## config.mk

```make
export PLATFORM = sky130hd
export DESIGN_NAME = reset_sequencer_flat
export DESIGN_NICKNAME = d
export VERILOG_FILES = /design/src/rtl/reset_sequencer_if.sv /design/src/rtl/reset_sequencer.sv /design/src/flat_wrapper.sv
export SDC_FILE = /design/constraint.sdc
export NUM_CORES = 1
export LEC_CHECK = 0
export CORE_MARGIN = 5
export CORE_UTILIZATION = 58
export DETAILED_ROUTE_END_ITERATION = 10
export PLACE_DENSITY_LB_ADDON = 0.15
export REMOVE_ABC_BUFFERS = 1
export SLEW_MARGIN = 20
export SYNTH_ARGS = -nofsm -noshare
export SYNTH_HDL_FRONTEND = slang
export SYNTH_SLANG_ARGS = --single-unit
```

## constraint.sdc

```tcl
create_clock -name CLK_I -period 2.7 [get_ports CLK_I]
set_input_delay 0.54 -clock CLK_I [delete_from_list [all_inputs] [get_ports CLK_I]]
set_output_delay 0.54 -clock CLK_I [all_outputs]
set_load 0.005 [all_outputs]
```

## src/rtl/reset_sequencer_if.sv

```systemverilog
// Control/status bundle of the reset sequencer: software/watchdog requests in,
// staggered channel resets and status out.
interface reset_sequencer_if #(
  parameter int NCH = 3
);
  logic           SW_RST_I;
  logic           WDT_EN_I;
  logic           WDT_KICK_I;
  logic [NCH-1:0] RST_N_O;
  logic           READY_O;
  logic           WDT_FIRED_O;
  logic [1:0]     CAUSE_O;

  modport master (
    output SW_RST_I, WDT_EN_I, WDT_KICK_I,
    input  RST_N_O, READY_O, WDT_FIRED_O, CAUSE_O
  );

  modport slave (
    input  SW_RST_I, WDT_EN_I, WDT_KICK_I,
    output RST_N_O, READY_O, WDT_FIRED_O, CAUSE_O
  );
endinterface

```

## src/rtl/reset_sequencer.sv

```systemverilog
// Synchronised, staggered release of NCH active-low resets with software
// re-sequence and a watchdog that re-enters the sequence on timeout.
module reset_sequencer #(
  parameter int NCH         = 3,
  parameter int SYNC_STAGES = 2,
  parameter int HOLD        = 4,
  parameter int STAGGER     = 2,
  parameter int WDT_CYCLES  = 10
) (
  input  logic                CLK_I,
  input  logic                RST_N_I,
  reset_sequencer_if.slave    bus
);
  localparam int MAX_HS = (HOLD > STAGGER) ? HOLD : STAGGER;
  localparam int MAXC   = (MAX_HS > WDT_CYCLES) ? MAX_HS : WDT_CYCLES;
  localparam int CW     = $clog2(MAXC + 1);
  localparam int IW     = (NCH > 1) ? $clog2(NCH) : 1;

  localparam logic [CW-1:0] HOLD_LAST = CW'(HOLD - 1);
  localparam logic [CW-1:0] STG_LAST  = CW'(STAGGER - 1);
  localparam logic [CW-1:0] WDT_LAST  = CW'(WDT_CYCLES - 1);
  localparam logic [IW-1:0] LAST_CH   = IW'(NCH - 1);
  // With no stagger (or a single channel) everything releases on the HOLD expiry edge.
  localparam bit ALL_AT_ONCE = (STAGGER == 0) || (NCH == 1);

  typedef enum logic [1:0] {S_HOLD, S_RELEASE, S_RUN} state_t;

  state_t                 r_state;
  logic [SYNC_STAGES-1:0] r_sync;
  logic [CW-1:0]          r_cnt;
  logic [CW-1:0]          r_wdt;
  logic [IW-1:0]          r_idx;
  logic [NCH-1:0]         r_rst_n;
  logic                   r_ready;
  logic                   r_fired;
  logic [1:0]             r_cause;
  logic                   w_synced;
  logic                   w_expire;

  assign w_synced = r_sync[SYNC_STAGES-1];
  // A kick on the expiry edge clears the count instead of firing.
  assign w_expire = (r_state == S_RUN) && bus.WDT_EN_I && !bus.WDT_KICK_I &&
                    (r_wdt == WDT_LAST);

  always_ff @(posedge CLK_I or negedge RST_N_I) begin
    if (!RST_N_I) r_sync <= '0;
    else          r_sync <= {r_sync[SYNC_STAGES-2:0], 1'b1};
  end

  always_ff @(posedge CLK_I or negedge RST_N_I) begin
    if (!RST_N_I) begin
      r_state <= S_HOLD;
      r_cnt   <= '0;
      r_wdt   <= '0;
      r_idx   <= '0;
      r_rst_n <= '0;
      r_ready <= 1'b0;
      r_fired <= 1'b0;
      r_cause <= 2'b00;
    end else if (bus.SW_RST_I) begin
      r_state <= S_HOLD;
      r_cnt   <= '0;
      r_wdt   <= '0;
      r_idx   <= '0;
      r_rst_n <= '0;
      r_ready <= 1'b0;
      r_cause <= 2'b01;
    end else if (w_expire) begin
      // Sync chain is left alone: the input reset is already released.
      r_state <= S_HOLD;
      r_cnt   <= '0;
      r_wdt   <= '0;
      r_idx   <= '0;
      r_rst_n <= '0;
      r_ready <= 1'b0;
      r_fired <= 1'b1;
      r_cause <= 2'b10;
    end else begin
      case (r_state)
        S_HOLD: begin
          if (w_synced) begin
            if (r_cnt == HOLD_LAST) begin
              r_cnt <= '0;
              if (ALL_AT_ONCE) begin
                r_rst_n <= '1;
                r_ready <= 1'b1;
                r_wdt   <= '0;
                r_state <= S_RUN;
              end else begin
                r_rst_n <= NCH'(1);
                r_idx   <= IW'(1);
                r_state <= S_RELEASE;
              end
            end else begin
              r_cnt <= r_cnt + CW'(1);
            end
          end
        end
        S_RELEASE: begin
          if (r_cnt == STG_LAST) begin
            r_cnt          <= '0;
            r_rst_n[r_idx] <= 1'b1;
            if (r_idx == LAST_CH) begin
              r_ready <= 1'b1;
              r_wdt   <= '0;
              r_state <= S_RUN;
            end else begin
              r_idx <= r_idx + IW'(1);
            end
          end else begin
            r_cnt <= r_cnt + CW'(1);
          end
        end
        S_RUN: begin
          if (!bus.WDT_EN_I || bus.WDT_KICK_I) r_wdt <= '0;
          else                                 r_wdt <= r_wdt + CW'(1);
        end
        default: r_state <= S_HOLD;
      endcase
    end
  end

  assign bus.RST_N_O     = r_rst_n;
  assign bus.READY_O     = r_ready;
  assign bus.WDT_FIRED_O = r_fired;
  assign bus.CAUSE_O     = r_cause;
endmodule

```

## src/flat_wrapper.sv

```systemverilog
// flat-port wrapper written by rule: the top's interface ports become plain ports
module reset_sequencer_flat 
#(
  parameter int NCH         = 3,
  parameter int SYNC_STAGES = 2,
  parameter int HOLD        = 4,
  parameter int STAGGER     = 2,
  parameter int WDT_CYCLES  = 10
)
  (CLK_I, RST_N_I, bus_SW_RST_I, bus_WDT_EN_I, bus_WDT_KICK_I, bus_RST_N_O, bus_READY_O, bus_WDT_FIRED_O, bus_CAUSE_O);
  reset_sequencer_if #(.NCH(NCH)) bus_i ();
  input  logic CLK_I;
  input  logic RST_N_I;
  input wire logic [$bits(bus_i.SW_RST_I)-1:0] bus_SW_RST_I;
  input wire logic [$bits(bus_i.WDT_EN_I)-1:0] bus_WDT_EN_I;
  input wire logic [$bits(bus_i.WDT_KICK_I)-1:0] bus_WDT_KICK_I;
  output wire logic [$bits(bus_i.RST_N_O)-1:0] bus_RST_N_O;
  output wire logic [$bits(bus_i.READY_O)-1:0] bus_READY_O;
  output wire logic [$bits(bus_i.WDT_FIRED_O)-1:0] bus_WDT_FIRED_O;
  output wire logic [$bits(bus_i.CAUSE_O)-1:0] bus_CAUSE_O;
  assign bus_i.SW_RST_I = bus_SW_RST_I;
  assign bus_i.WDT_EN_I = bus_WDT_EN_I;
  assign bus_i.WDT_KICK_I = bus_WDT_KICK_I;
  assign bus_RST_N_O = bus_i.RST_N_O;
  assign bus_READY_O = bus_i.READY_O;
  assign bus_WDT_FIRED_O = bus_i.WDT_FIRED_O;
  assign bus_CAUSE_O = bus_i.CAUSE_O;
  reset_sequencer #(.NCH(NCH), .SYNC_STAGES(SYNC_STAGES), .HOLD(HOLD), .STAGGER(STAGGER), .WDT_CYCLES(WDT_CYCLES)) u_core (.CLK_I(CLK_I), .RST_N_I(RST_N_I), .bus(bus_i));
endmodule
```

==> results of run 1 <==
## area by class of cell
| type | instances | area share [%] |
|---|---|---|
| sequential | 21 | 41.38 |
| timing repair buffer | 12 | 9.261 |
| multi-input combinational | 86 | 42.76 |
| inverter | 7 | 2.069 |
| tap | 25 | 2.463 |
| clock buffer | 4 | 2.069 |
## power by group
part           internal, mW  switching [mW]
Sequential            0.333          0.0212
Combinational        0.0489          0.0526
Clock                0.0575          0.0862
## state kept, by name, indices dropped and copies added, names as in the netlist
signal / flops
u_core.r_cnt: 4
u_core.r_wdt: 4
u_core.bus.RST_N_O: 3
u_core.bus.CAUSE_O: 2
u_core.r_idx: 2
u_core.r_state: 2
u_core.r_sync: 2
u_core.bus.READY_O: 1
u_core.bus.WDT_FIRED_O: 1
## critical path, stage by stage
cell	delay, ns
clkdlybuf4s50_1	0.53
nor3b_2	0.39
nand2b_1	0.25
o31ai_1	0.19
o21ai_1	0.12
nand2_1	0.09
## cells by family after synthesis
| family | Yosys count |
|---|---|
| simple gates | 52 |
| compound gates | 26 |
| flops | 21 |
| buf+inv | 7 |
| fa+ha+maj | 7 |
| other cells | 1 |
## stage by stage
| stage | hold WS (ns) | setup WS, ns | cells | power [mW] | instance area [um2] |
|---|---|---|---|---|---|
| floorplan | 0.2444 | 1.199 | 114 | 0.4227 | 1095 |
| CTS | 0.3645 | 0.8087 | 155 | 0.6051 | 1270 |
| global placement | 0.3362 | 0.5390 | 151 | 0.4601 | 1244 |
| global route | 0.3832 | 0.6163 | 155 | 0.6335 | 1270 |
| finish | 0.3617 | 0.8251 | 155 | 0.5996 | 1270 |
| detailed placement | 0.3389 | 0.4906 | 151 | 0.4626 | 1244 |
## metal layers
metal / track usage [%] / vias to the layer above / routed length [um]
met1: 22.95 / 394 / 1021
met2: 27.96 / 19 / 903
met5: 0 / - / 0
met4: 6.809 / 0 / 34
li1: - / 429 / -
met3: 3.099 / 5 / 93
## worst max path at each step
stage / cells after the start / to / start
floorplan: 5 / u_core.r_cnt[3]$_DFFE_PN0P_ / bus_WDT_KICK_I
global placement: 6 / u_core.bus.RST_N_O[1]$_DFFE_PN0P_ / bus_SW_RST_I
detailed placement: 6 / u_core.r_cnt[2]$_DFFE_PN0P_ / bus_SW_RST_I
CTS: 6 / u_core.r_cnt[2]$_DFFE_PN0P_ / bus_SW_RST_I
global route: 6 / u_core.r_cnt[2]$_DFFE_PN0P_ / bus_SW_RST_I
finish: 6 / u_core.r_cnt[2]$_DFFE_PN0P_ / bus_SW_RST_I
## cells in the final DEF, fill, tap and decap left out, types with 2 or more instances in the layout
cell             instances
o21ai_1                  6
o21ai_0                  5
inv_1                    7
nor2_1                  15
dfrtp_1                 21
ha_1                     7
clkdlybuf4s50_1         11
nand2b_1                 3
o22a_1                   2
nor3b_2                  2
nor2b_1                  3
o31ai_1                  2
nand2_1                 16
clkbuf_4                 3
nor3_1                   2
nand3_1                  4
a22o_1                   2
==> reports/results.tsv, run 1 <==
stage	metric	value	unit
critical_path	Worst Path Max Fanout	7	
layout	FILL cells	144	
min_path	hold_sp	u_core.r_sync[0]$_DFF_PN0_	
grt	total track usage	17.40	%
timing	Layout Skew	0.002702	ns
layout	area of the multi-input gates	543.0	um2
logic_synthesis	FF+latch count, synth	21	
grt	vias in the first global route	833	
critical_path	critical path data required time	2.94	ns
clock_network	Post-CTS Setup Bufs	0	
timing	RSZ-0062 raised after global routing	no	
logic_synthesis	mux contribution to synthesized area	0	%
outcome	outcome	complete, no violations	
drt	post-route ant nets	0	
power_and_ir_drop	VDD IR max	0.3302	mV
logic_synthesis	Yosys Warn Count	0	
logic_synthesis	ys async rst share	100.0	%
logic_synthesis	largest area contributor in the netlist	dfrtp_1	
die	die height	53.45	um
layout	area delta synth->final	16.00	%
layout	final core occ	71.99	%
logic_synthesis	Seq/Total Area, Yosys	48.00	%
layout	Final nets	143	
grt	initial antenna violation count	0	
logic_synthesis	Synth Area in Adders	8.000	%
timing	Tmin final	1.875	ns
critical_path	startpoint types	primary input	
layout	Seq. cell area	525.5	um2
grt	largest net degree at the start of global routing	22	
clock_network	Num CTS Buffers	3	
timing	fmax	0.5334	GHz
logic_synthesis	cell with the most instances after synthesis	dfrtp_1	
logic_synthesis	Mapped Area	1095	um2
critical_path	worst setup path category	primary input to flip-flop	
critical_path	Setup crit end kind	flip-flop	
clock_network	hold-fix buffers at CTS	0	
min_path	Hold Path End	u_core.r_sync[1]$_DFF_PN0_	
grt	overflow left after global routing	0	
logic_synthesis	number of synthesized flops with an enable pin	0	
logic_synthesis	Synth area leaders	dfrtp_1 48%, ha_1 8.0%, nand2_1 5.5%	
critical_path	FF-to-FF End	u_core.r_idx[0]$_DFFE_PN0P_	
layout	antenna cell count	0	
critical_path	FF-to-FF setup slack	0.94	ns
logic_synthesis	Synth Area in XOR/XNOR	0	%
logic_synthesis	top-area cell type share of the netlist area	48.00	%
min_path	HP Class	flip-flop to flip-flop	
place	PortBufs	11	
run	number of max-cap violations	0	
logic_synthesis	Avg Synthesized Cell Area	9.604	um2
logic_synthesis	Synth Area in Simple Gates	24.80	%
timing	Max Slew Vio Count	0	
timing	setup TNS	0	ns
clock_network	Clock Sink Count	21	
timing	period utilisation layout	69.44	%
logic_synthesis	Yosys cell types	32	
die	starting density of the core	62.06	%
die	DIE AREA	2856	um2
drt	Iter 0 DRT Violations	17	
place	Final GP Congestion	0.7889	
logic_synthesis	Post-Synthesis Cells	114	
power_and_ir_drop	cell leakage power	0.6001	nW
grt	first-pass GRT wire length	3615	um
clock_network	CTS tree	yes	
die	FP Rows	15	
drt	# DRC	0	
timing	# setup viols final	0	
drt	via count	847	
clock_network	post_cts resized	0	
critical_path	worst-case reg-to-reg path depth	6	
critical_path	FF-to-FF Start	u_core.r_cnt[1]$_DFFE_PN0P_	
logic_synthesis	largest family of logic cells by synthesized area	simple AND/OR/NAND/NOR gates	
die	die width	53.45	um
power_and_ir_drop	Pwr per Cell Area	472.1	nW/um2
drt	DRT Pass-1 Iters	4	
min_path	Hold Path Stages	0	
layout	share of cells above drive strength 1	6.154	%
logic_synthesis	Synth Area in Compound Gates	16.46	%
place	Detailed Place HPWL	1532	um
timing	Hold Vio Cnt, Final	0	
clock_network	clock tree buffer depth	2	
drt	drt wl/cell	13.24	um
drt	Routed WL	2052	um
clock_network	insertion delay to the later sink of the worst-skew pair	0.30	ns
die	core area	1764	um2
logic_synthesis	top cells by count, synth	21 x dfrtp_1, 16 x nand2_1, 15 x nor2_1	
clock_network	htree depth	1	
clock_network	root buf cell	clkbuf_4	
critical_path	WP data arrival	2.12	ns
drt	Via density	5.465	
clock_network	Clock transition at path regs	0.11	ns
logic_synthesis	predominant post-synthesis flop cell	dfrtp_1	
die	total I/O pin count	12	
Note: power is estimated with default switching activity, not from simulation.
==> run 2: changes to the inputs <==
CORE_UTILIZATION = 49   (was 58)
clock period = 1.65 ns   (was 2.7 ns; I/O delays follow)
==> run 2 against run 1 <==
  * Design area grew 12%
  * Flip-flop and latch count is the same
  * Worst setup slack lost 0.78 ns
  * Via count grew 7.7%
  * Clock skew shrank 0.00091 ns
  * Clock-buffer cell count is the same
  * Largest power group unchanged
  * Clock power grew 72%
  * Hold slack lost 0.011 ns
==> reports/results.tsv, run 2 (same netlist as run 1, synthesis figures left out) <==
stage	metric	value	unit
outcome	outcome	complete, no violations	
drt	Via density	5.272	
die	die height	57.27	um
critical_path	startpoint types	flip-flop	
layout	Final nets	158	
critical_path	worst setup path category	flip-flop to flip-flop	
layout	most common cell after layout, fill and taps aside	dfrtp_1	
timing	Layout Skew	0.001790	ns
layout	FILL cells	196	
power_and_ir_drop	logic gate share of total power	22.0	%
place	PortBufs	11	
place	Post-DP Area	1345	um2
run	number of max-cap violations	0	
place	placed insts	167	
critical_path	WP data arrival	1.80	ns
drt	Iter 0 DRT Violations	19	
layout	leading cell types in the layout, fill and taps excluded	21 x dfrtp_1, 16 x nand2_1, 16 x buf_4, 14 x nor2_1, 11 x clkdlybuf4s50_1	
clock_network	htree depth	1	
die	DIE AREA	3280	um2
critical_path	FF-to-FF Start	u_core.r_cnt[1]$_DFFE_PN0P_	
critical_path	critical path data required time	1.84	ns
timing	setup ws final	0.04453	ns
clock_network	root buf cell	clkbuf_4	
clock_network	clock tree buffer depth	2	
grt	largest net degree at the start of global routing	22	
grt	overflow left after global routing	0	
die	total I/O pin count	12	
timing	RSZ-0062 raised after global routing	yes	
critical_path	Worst Path Max Fanout	6	
layout	Seq. cell area	525.5	um2
grt	vias in the first global route	885	
critical_path	Worst Setup SP	u_core.r_cnt[1]$_DFFE_PN0P_	
timing	Tmin final	1.605	ns
clock_network	hold-fix buffers at CTS	0	
power_and_ir_drop	Pwr per Cell Area	741.7	nW/um2
layout	area of the multi-input gates	579.3	um2
timing	fmax	0.6229	GHz
drt	# DRC	0	
die	die width	57.27	um
grt	total track usage	15.71	%
critical_path	CP Capture Point	u_core.r_idx[0]$_DFFE_PN0P_	
place	Final GP Congestion	0.7322	
power_and_ir_drop	cell leakage power	0.6823	nW
layout	post-route cell area	1423	um2
clock_network	CTS tree	yes	
drt	DRT Pass-1 Iters	4	
min_path	HP Class	primary input to async pin	
power_and_ir_drop	VDD IR max	0.5398	mV
power_and_ir_drop	Switching Fraction	27.73	%
power_and_ir_drop	Reg power frac	54.7	%
power_and_ir_drop	Sw Pwr	292.6	uW
timing	period utilisation layout	97.30	%
critical_path	FF-to-FF End	u_core.r_idx[0]$_DFFE_PN0P_	
clock_network	insertion delay to the later sink of the worst-skew pair	0.30	ns
grt	initial antenna violation count	0	
timing	Hold Vio Cnt, Final	0	
clock_network	Clock Sink Count	21	
drt	drt wl/cell	13.49	um
drt	post-route ant nets	0	
layout	area delta synth->final	29.94	%
grt	first-pass GRT wire length	4084	um
clock_network	Clock transition at path regs	0.11	ns
place	Detailed Place HPWL	1740	um
timing	# setup viols final	0	
clock_network	Num CTS Buffers	3	
die	core area	2170	um2
power_and_ir_drop	clock share of power	23.4	%
layout	Cell Count, Final, Fillers Out	173	
timing	setup TNS	0	ns
drt	via count	912	
drt	Routed WL	2334	um
critical_path	worst-case reg-to-reg path depth	7	
layout	share of cells above drive strength 1	18.62	%
layout	antenna cell count	0	
critical_path	Setup crit end kind	flip-flop	
power_and_ir_drop	P_int	762.5	uW
die	starting density of the core	50.46	%
critical_path	FF-to-FF setup slack	0.04	ns
timing	Max Slew Vio Count	0	
die	FP Rows	17	
layout	final core occ	65.57	%
place	dpl ws	-0.2572	ns
==> run 2: area by class of cell <==
| cell class | count | area share, % |
|---|---|---|
| multi-input cells | 86 | 40.72 |
| flip-flops and latches | 21 | 36.94 |
| repair buffers | 27 | 16.18 |
| well taps | 28 | 2.463 |
| clock buffers | 4 | 1.847 |
| inverters | 7 | 1.847 |
==> run 2: worst min path at each step <==
stage / end / slack (ns)
floorplan: u_core.bus.CAUSE_O[0]$_DFFE_PN0N_ / 0.03
global placement: u_core.r_sync[1]$_DFF_PN0_ / 0.34
detailed placement: u_core.r_sync[1]$_DFF_PN0_ / 0.34
CTS: u_core.bus.RST_N_O[0]$_DFFE_PN0P_ / 0.36
global route: u_core.bus.RST_N_O[0]$_DFFE_PN0P_ / 0.37
finish: u_core.bus.READY_O$_DFFE_PN0P_ / 0.35
==> run 2: layer usage <==
metal	up-vias	share of wire [%]	GRT usage [%]
met5	-	0	0
li1	463	-	-
met1	425	47	21.89
met2	19	47	24.14
met3	5	4.0	2.715
met4	0	1.8	6.623
==> run 2: timing repair <==
item                       4_1_cts  5_1_grt
gates resized for setup          2        5
buffers inserted                 0        2
cloned                           0        0
setup endpoints to repair        6       11
pin swaps                        1        0
==> run 2: metrics by stage <==
step / power [mW] / hold slack (ns)
CTS: 1.047 / 0.3558
detailed placement: 0.7990 / 0.3364
finish: 1.055 / 0.3508
global route: 1.119 / 0.3739
global placement: 0.7872 / 0.3435
floorplan: 0.6917 / 0.03441
==> run 2: power by group through the flow <==
| stage | sequential (mW) | clock (mW) | combinational, mW |
|---|---|---|---|
| 3_3_place_gp | 0.584 | 0 | 0.204 |
| 6_report | 0.577 | 0.247 | 0.232 |
| 2_1_floorplan | 0.582 | 0 | 0.110 |
| 4_1_cts | 0.575 | 0.252 | 0.219 |
| 3_5_place_dp | 0.585 | 0 | 0.214 |
| 5_1_grt | 0.584 | 0.278 | 0.257 |
==> run 2: critical path, stage by stage, from the launching register on <==
cell      delay, ns
dfrtp_1        0.41
inv_1          0.06
ha_1           0.14
nor3b_4        0.27
nand2b_2       0.26
nand2_1        0.12
o21ai_1        0.15
o41ai_1        0.09
